## src/rtl/ps2_pkg.sv

```systemverilog
// Shared types and constants for the PS/2 keyboard receiver.
package ps2_pkg;

  typedef enum logic {IDLE = 1'b0, RECIBIR = 1'b1} estado_t;

  localparam logic [7:0] PREF_RELEASE = 8'hF0;
  localparam logic [7:0] PREF_EXT     = 8'hE0;

  // Field positions inside the teclado status word
  localparam int BIT_EXT   = 8;
  localparam int BIT_PRES  = 9;
  localparam int BIT_NUEVA = 10;
  localparam int BIT_ERR   = 16;

  localparam int TIMEOUT_DEF = 100000;
  localparam int TO_W        = $clog2(TIMEOUT_DEF);

  // Counter width able to hold TIMEOUT-1
  function automatic int to_width(input int t);
    return (t < 2) ? 1 : $clog2(t);
  endfunction

endpackage

```

## src/rtl/ps2_sincronizador.sv

```systemverilog
// Two-flop synchroniser for one PS/2 line plus a 1->0 edge strobe.
module ps2_sincronizador (
  input  logic clk,
  input  logic rst_n,
  input  logic d,
  output logic q,
  output logic caida
);

  logic ff1, ff2, prev;

  // Idle PS/2 lines are high; resetting to 1 avoids a false edge after reset
  always_ff @(posedge clk or negedge rst_n) begin
    if (!rst_n) begin
      ff1  <= 1'b1;
      ff2  <= 1'b1;
      prev <= 1'b1;
    end else begin
      ff1  <= d;
      ff2  <= ff1;
      prev <= ff2;
    end
  end

  assign q     = ff2;
  assign caida = prev & ~ff2;

endmodule

```

## src/rtl/ps2_teclado.sv

```systemverilog
// PS/2 keyboard receiver: frame deserialiser, make/break/extended decoder
// and memory-mapped status word for the CPU.
module ps2_teclado
  import ps2_pkg::*;
#(
  parameter int TIMEOUT = TIMEOUT_DEF
) (
  input  logic        clk,
  input  logic        rst_n,
  input  logic        ps2Clk,
  input  logic        ps2Dat,
  input  logic        leer,
  output logic [31:0] teclado,
  output logic        nuevaTecla
);

  localparam int CW = to_width(TIMEOUT);
  localparam logic [CW-1:0] TO_MAX = CW'(TIMEOUT - 1);

  logic [1:0] pins_raw, pins_s, caidas;
  logic       caida, dat;
  logic       unused_sinc;

  assign pins_raw = {ps2Dat, ps2Clk};

  for (genvar g = 0; g < 2; g++) begin : g_sinc
    ps2_sincronizador u_sinc (
      .clk   (clk),
      .rst_n (rst_n),
      .d     (pins_raw[g]),
      .q     (pins_s[g]),
      .caida (caidas[g])
    );
  end

  assign caida       = caidas[0];
  assign dat         = pins_s[1];
  assign unused_sinc = pins_s[0] ^ caidas[1];

  estado_t       estado, estado_nx;
  logic [3:0]    bit_cnt;
  logic [8:0]    sr;
  logic [CW-1:0] to_cnt;
  logic          fin_trama, timeout_evt, byte_valido, trama_err;

  always_ff @(posedge clk or negedge rst_n) begin
    if (!rst_n) estado <= IDLE;
    else        estado <= estado_nx;
  end

  always_comb begin
    estado_nx   = estado;
    fin_trama   = 1'b0;
    timeout_evt = 1'b0;
    case (estado)
      IDLE:
        if (caida && !dat) estado_nx = RECIBIR;
      RECIBIR:
        if (caida) begin
          if (bit_cnt == 4'd9) begin
            estado_nx = IDLE;
            fin_trama = 1'b1;
          end
        end else if (to_cnt == TO_MAX) begin
          estado_nx   = IDLE;
          timeout_evt = 1'b1;
        end
      default: estado_nx = IDLE;
    endcase
  end

  // In the stop-bit cycle dat is the stop bit and sr holds {parity, data}
  assign byte_valido = fin_trama & dat & (^sr);
  assign trama_err   = fin_trama & ~(dat & (^sr));

  always_ff @(posedge clk or negedge rst_n) begin
    if (!rst_n) begin
      bit_cnt <= '0;
      sr      <= '0;
      to_cnt  <= '0;
    end else begin
      if (estado == IDLE || fin_trama || timeout_evt) bit_cnt <= '0;
      else if (caida)                                 bit_cnt <= bit_cnt + 4'd1;

      if (estado == RECIBIR && caida && bit_cnt < 4'd9) sr <= {dat, sr[8:1]};

      if (estado == IDLE || caida || timeout_evt) to_cnt <= '0;
      else                                        to_cnt <= to_cnt + 1'b1;
    end
  end

  logic [7:0] rx_byte, codigo;
  logic       extendido, presionada, nueva, error, ext, rel;
  logic       es_ext, es_rel, make, suelta, err_set;

  assign rx_byte = sr[7:0];
  assign es_ext  = byte_valido && rx_byte == PREF_EXT;
  assign es_rel  = byte_valido && rx_byte == PREF_RELEASE;
  assign make    = byte_valido && !es_ext && !es_rel && !rel;
  assign suelta  = byte_valido && !es_ext && !es_rel && rel;
  assign err_set = trama_err | timeout_evt;

  always_ff @(posedge clk or negedge rst_n) begin
    if (!rst_n) begin
      codigo     <= '0;
      extendido  <= 1'b0;
      presionada <= 1'b0;
      nueva      <= 1'b0;
      error      <= 1'b0;
      ext        <= 1'b0;
      rel        <= 1'b0;
      nuevaTecla <= 1'b0;
    end else begin
      nuevaTecla <= make;
      if (es_ext) ext <= 1'b1;
      if (es_rel) rel <= 1'b1;
      if (make) begin
        codigo     <= rx_byte;
        extendido  <= ext;
        presionada <= 1'b1;
        ext        <= 1'b0;
      end
      // A break for a key other than the one held is ignored
      if (suelta) begin
        if (rx_byte == codigo && ext == extendido) begin
          codigo     <= '0;
          extendido  <= 1'b0;
          presionada <= 1'b0;
        end
        rel <= 1'b0;
        ext <= 1'b0;
      end
      if (leer) begin
        nueva <= 1'b0;
        error <= 1'b0;
      end
      if (make)    nueva <= 1'b1;
      if (err_set) error <= 1'b1;
    end
  end

  always_comb begin
    teclado            = '0;
    teclado[7:0]       = codigo;
    teclado[BIT_EXT]   = extendido;
    teclado[BIT_PRES]  = presionada;
    teclado[BIT_NUEVA] = nueva;
    teclado[BIT_ERR]   = error;
  end

endmodule

```

## config.mk

```make
export PLATFORM = sky130hd
export DESIGN_NAME = ps2_teclado
export DESIGN_NICKNAME = d
export VERILOG_FILES = /design/src/rtl/ps2_pkg.sv /design/src/rtl/ps2_sincronizador.sv /design/src/rtl/ps2_teclado.sv
export SDC_FILE = /design/constraint.sdc
export NUM_CORES = 1
export LEC_CHECK = 0
export ABC_AREA = 1
export CAP_MARGIN = 10
export CORE_MARGIN = 5
export CORE_UTILIZATION = 52
export CTS_BUF_LIST = sky130_fd_sc_hd__clkbuf_4 sky130_fd_sc_hd__clkbuf_8
export DETAILED_ROUTE_END_ITERATION = 12
export GPL_TIMING_DRIVEN = 0
export PLACE_DENSITY = 0.76
export SLEW_MARGIN = 15
export SYNTH_ARGS = -nofsm -noshare
export SYNTH_HDL_FRONTEND = slang
export SYNTH_SLANG_ARGS = --single-unit
```

## constraint.sdc

```tcl
create_clock -name clk -period 1.8 [get_ports clk]
set_input_delay 0.36 -clock clk [delete_from_list [all_inputs] [get_ports clk]]
set_output_delay 0.36 -clock clk [all_outputs]
set_load 0.02 [all_outputs]
```

== Word-level counts from Yosys, hierarchy flattened ==
Cells that the tools add are included.

* Logic and storage cells: 90
* Bits in registers: 51
* Input bits: 5

* Reduce and logical (&&, ||, !) cells: 24
* Eq/ne operators: 6
* Bitwise logic cells: 9
* $add $sub $neg: 2
* Mux-type cells: 31
* Order comparisons: 1

{| class="wikitable"
|+ Operators by type and width
! cell !! number
|-
| 1-bit two-way mux || 24
|-
| 8-bit two-way mux || 3
|-
| 17-bit by 1-bit adder with 17-bit output, second input constant || 1
|-
| 17-bit == test, second input constant || 1
|-
| 17-bit two-way mux || 1
|-
| 8-bit == test, second input constant || 2
|-
| 1-bit logical AND || 10
|-
| 9-bit parity || 1
|-
| 8-bit == test || 1
|-
| 4-bit two-way mux || 2
|-
| 2-bit nonzero test || 4
|-
| 1-bit AND || 5
|-
| 4-bit by 1-bit adder with 4-bit output, second input constant || 1
|-
| 4-bit == test, second input constant || 1
|-
| 1-bit logical NOT || 4
|-
| 1-bit logical OR || 4
|-
| 4-bit less-than comparator, second input constant || 1
|-
| 1-bit NOT || 3
|-
| 3-bit nonzero test || 1
|-
| 1-bit one-hot mux with 2 select lines || 1
|-
| 1-bit == test || 1
|-
| 1-bit bitwise OR || 1
|}

== Longest topological paths before layout ==
Gate-level depths: netlist (run 1).

* Word-level depth: 14
* Depth in mapped cells: 13
* Mapped depth without buffers: 12

== By module ==
From an unflattened synthesis (run 1), not the netlist that was laid out.

* Cell total of the unflattened synthesis: 350
* Area, all modules: 2882.8 um^2

{| class="wikitable"
|+ Modules (own cells, without submodules)
! module !! cells an instance !! area an instance (um^2) !! times used
|-
| ps2_teclado || 340 || 2705.1 || 1
|-
| ps2_sincronizador || 5 || 88.8 || 2
|}

== Worst setup path after synthesis (run 1) ==
Ideal clock, no wire load.

* Path kind: reg-to-reg
* Start point: register sr[2]
* End point: register codigo[1]
* Setup time: 117 ps
* Arrival time: 1526 ps
* Stages on the path, launching flop included: 14
* Data required time: 1683 ps
* Path slack: 156 ps
* Cells stage by stage: dfrtp_1 inv_1 ha_1 inv_1 nand2_1 nand2_1 nand2_1 nand3_1 nand2_1 nor2_2 buf_4 nand4_1 nand2_1 nor2_1

* Cells in the longest elaborated chain, start to end: 10
* Elaborated cells between the ends (all ways): 17
* Classes of those cells: eq/ne: 3; mux: 3; bitwise: 1; reduce/logical: 10

{| class="wikitable"
|+ Ends and longest elaborated chain
! item !! RTL line !! RTL
|-
| start, declared || ps2_teclado.sv:42 || <nowiki>logic [8:0] sr;</nowiki>
|-
| start signal, assigned || ps2_teclado.sv:85 || <nowiki>if (estado == RECIBIR && caida && bit_cnt < 4'd9) sr <= {dat, sr[8:1]};</nowiki>
|-
| 9-bit parity || ps2_teclado.sv:73 || <nowiki>assign byte_valido = fin_trama & dat & (^sr);</nowiki>
|-
| 1-bit AND || ps2_teclado.sv:73 ||
|-
| 1-bit logical AND || ps2_teclado.sv:97 || <nowiki>assign es_ext = byte_valido && rx_byte == PREF_EXT;</nowiki>
|-
| 1-bit logical NOT || ps2_teclado.sv:99, ps2_teclado.sv:100 ||
|-
| 1-bit logical AND (2 in a row) || ps2_teclado.sv:99, ps2_teclado.sv:100 ||
|-
| 1-bit logical AND || ps2_teclado.sv:99 || <nowiki>assign make = byte_valido && !es_ext && !es_rel && !rel;</nowiki>
|-
| 8-bit two-way mux || ps2_teclado.sv:117 || <nowiki>if (make) begin</nowiki>
|-
| 8-bit two-way mux || ps2_teclado.sv:125 || <nowiki>if (rx_byte == codigo && ext == extendido) begin</nowiki>
|-
| 8-bit two-way mux (*) || ps2_teclado.sv:124 || <nowiki>if (suelta) begin</nowiki>
|-
| end signal, assigned || ps2_teclado.sv:118 || <nowiki>codigo <= rx_byte;</nowiki>
|-
| end, declared || ps2_teclado.sv:92 || <nowiki>logic [7:0] rx_byte, codigo;</nowiki>
|}

Every way passes the cells marked *; elsewhere a longest branch is shown, timed or not.
A chain may end at the register's enable or synchronous reset.

== Final worst setup path (run 1) ==
* Start point: register sr[1]
* End point: register codigo[0]

Same word-level chain as after synthesis.

==> results of run 1 <==
-- state kept, by name, summed over array words and instances, names as in the netlist --
name                flops
to_cnt                 17
sr                      9
codigo                  8
bit_cnt                 4
g_sinc.u_sinc.ff1       2
g_sinc.u_sinc.q         2
error                   1
estado                  1
ext                     1
extendido               1
g_sinc.u_sinc.prev      1
nueva                   1
nuevaTecla              1
presionada              1
rel                     1
-- synth_stat cells (3+ instances only) --
cell,number
o21ai_0,19
xnor2_1,3
a21oi_1,10
nand3_1,13
nor2_4,3
ha_1,9
inv_1,43
dfstp_2,5
dfrtp_1,46
nand2_1,66
nor2_1,48
nor3_1,10
nand4_1,16
xor2_1,8
buf_4,27
clkbuf_1,3
-- worst register-to-register path: cells and delay by family, from the launching register on --
family                     cells  cell delay, ns
DFF                            1            0.41
and+or+nand+nor                9            0.73
buffers and inverters          3            0.29
adders and majority gates      1            0.22
-- logic make-up after synthesis --
group                      synth area share
buffers and inverters                 0.134
other                               0.00132
and+or+nand+nor                       0.279
adders and majority gates            0.0398
xor gates and xnor gates             0.0340
AOI/OAI and AO/OA                    0.0592
DFF                                   0.453
-- report_power, final --
part           switching, mW  internal, mW
logic                  0.866         0.651
clock network          0.367         0.450
registers              0.104          1.25
-- worst paths after layout --
path                                      startpoint  depth (start not counted)  slack, ns                  to
worst max register to register                 sr[1]                         13       0.04           codigo[0]
worst min register to register  g_sinc[0].u_sinc.ff1                          0       0.36  g_sinc[0].u_sinc.q
worst min-delay path                           rst_n                          1       0.06               sr[1]
worst max-delay path                           sr[1]                         13       0.04           codigo[0]
max in group asynchronous                      rst_n                          2       1.12  g_sinc[0].u_sinc.q
min in group clk                g_sinc[0].u_sinc.ff1                          0       0.36  g_sinc[0].u_sinc.q
-- what timing repair did --
item | in CTS | in global routing
gates cloned | 1 | 1
endpoints found under the hold margin | 0 | 0
pin swaps | 1 | 14
buffers inserted | 5 | 7
endpoints found under the setup margin | 12 | 28
gates resized for setup | 10 | 29
-- per-stage QoR --
stage | utilization | setup slack [ns]
5_1_grt | 0.682 | -0.0663
2_1_floorplan | - | 0.156
6_report | 0.682 | 0.0415
3_3_place_gp | 0.607 | -1.08
3_5_place_dp | 0.610 | -0.0961
4_1_cts | 0.649 | 0.00304
-- layer usage --
layer,global-route usage,up-vias,share of wire
met1,0.207,1093,0.41
li1,-,1177,-
met2,0.291,109,0.50
met4,0.0833,0,0.030
met3,0.0424,19,0.067
met5,0,-,0
-- layout make-up --
type | instances | area [um2]
Clock buffer | 6 | 82.6
Multi-Input combinational cell | 242 | 1390
Tap cell | 70 | 87.6
Buffer | 29 | 215
Fill cell | 425 | 1650
Sequential cell | 51 | 1280
Timing Repair Buffer | 31 | 292
Clock inverter | 2 | 35.0
Inverter | 44 | 168
==> metrics.md, run 1 <==
| Metric | Value |
|---|---|
| Async set-reset flop share out of synthesis | `1.00` |
| CTS sink cnt | `51` |
| Final Max Slew Viols | `0` |
| Vias/cell | `5.05` |
| CP max stage delay | `0.41 ns` |
| Worst skew pair latency | `0.30 ns` |
| CP Max Fanout | `5` |
| Setup_tns | `0 ns` |
| Final net count | `between 400 and 500` |
| CTS tree | `yes` |
| Slowest CP cell | `dfrtp_1` |
| Register area share after synthesis | `0.453` |
| Final WL | `6.17 mm` |
| Top-area cell type share of the netlist area | `0.407` |
| Syn avg cell area | `slightly above 8 um2` |
| # IOs | `38` |
| Crit-path cells | `inv_2 > ha_4 > inv_2 > nand2_2 > nand2_2 > nand2_2 > nand3_4 > nand2_4 > nor2_4 > buf_6 > nand4_1 > nand2_1 > nor2_1` |
| Routed vias | `about 2,400` |
| GP Congestion | `0.947` |
| Worst relative slew slack | `0.593` |
| Power Density | `1040 nW/um2` |
| WHS | `0.0559 ns` |
| Post-CTS Hold Fix Bufs | `0` |
| Peak supply drop | `0.000526 V` |
| WP data arrival | `1.96 ns` |
| CTS clk-pin slew, worst paths | `0.09 ns` |
| Vias in the first global route | `2,228` |
| Non-Filler Instances | `~480` |
| Grt ovf | `0` |
| Final cycle utilization of the critical path | `0.977` |
| Detailed Routing Iterations Pass 1 | `4` |
| Overall Global Routing Usage | `0.173` |
| RSZ-0062 raised after global routing | `yes` |
| Final hold vios | `0` |
| CP startpoint kind | `flop` |
| Post-synth EDFFs | `0` |
| # H-tree levels | `2` |
| Clk root buf | `clkbuf_8` |
| Fmax | `569 MHz` |
| Status | `finished clean` |
| Initial drt markers | `139` |
| Buf+Inv Stages, Crit Path | `3` |
| Largest net degree at the start of global routing | `27` |
| Max Cap Viol | `0` |
| Buffers on Ports | `17` |
| ANT cells | `0` |
| Die H | `83.8 um` |
| Largest area contributor in the netlist | `dfrtp_1` |
| CP Data Required Time | `2.00 ns` |
| Element type at the critical path end | `flop` |
| Share of layout cells above drive strength 1 | `0.237` |
| DRC viols | `0` |
| Die X | `83.8 um` |
| Syn Inst Count | `347` |
| Total die area | `7020 um2` |
| Unique masters post-synth | `30` |
| Worst path most repeated cell | `nand2_2` |
| Setup violators final | `0` |
| Worst Tran Pin Value | `0.610 ns` |
| Most frequent cells in the layout | `nand2_1, nor2_1, dfrtp_1` |
| Post-DP Area | `3170 um2` |
| Effective utilization at floorplan | `0.544` |
| Type of the worst min-delay path | `input port to async pin` |
| Setup Skew | `around 0.0048 ns` |
| P_leak | `approximately 1.8 nW` |
| Minimum clock period | `1.76 ns` |
| Layout area overhead | `25.5%` |
| Top FF cell, synth | `dfrtp_1` |
| Warnings, synthesis | `0` |
| Final Instance Area | `3550 um2` |
| Routed Antenna Nets | `0` |
| CTS max path bufs | `2` |
| Yosys reg bits | `51` |
| Row count | `26` |
| Initial antenna violation count | `0` |
| Family with the most delay on the worst path | `simple AND/OR/NAND/NOR gates` |
| Worst setup path class | `flop to flop` |
| Post-placement cell count | `454` |
| Tot Pwr | `between 3 and 4 mW` |
| DP Wirelength | `between 4 and 5 mm` |
| First-pass GRT wire length | `9.92 mm` |
| Commonest non-fill, non-tap cell in the layout | `nand2_1` |
| Core area | `5200 um2` |
| Num CTS Buffers | `5` |
| Top post-synthesis cells by area | `dfrtp_1, nand2_1, buf_4, nor2_1, inv_1` |
| Drt wl/cell | `13.0 um` |
| Post-Syn Area | `2830 um2` |
Note: power is estimated with default switching activity, not from simulation.
==> inputs of run 2 (changes only) <==
--- a/config.mk
+++ b/config.mk
@@ -6,7 +6,7 @@
 export NUM_CORES = 1
 export LEC_CHECK = 0
 export ABC_AREA = 1
-export CAP_MARGIN = 10
+export CAP_MARGIN = 20
 export CORE_MARGIN = 5
 export CORE_UTILIZATION = 52
 export CTS_BUF_LIST = sky130_fd_sc_hd__clkbuf_4 sky130_fd_sc_hd__clkbuf_8
==> results of run 2 <==
Same layout as run 1: the final DEF is identical, and so are final timing and power.
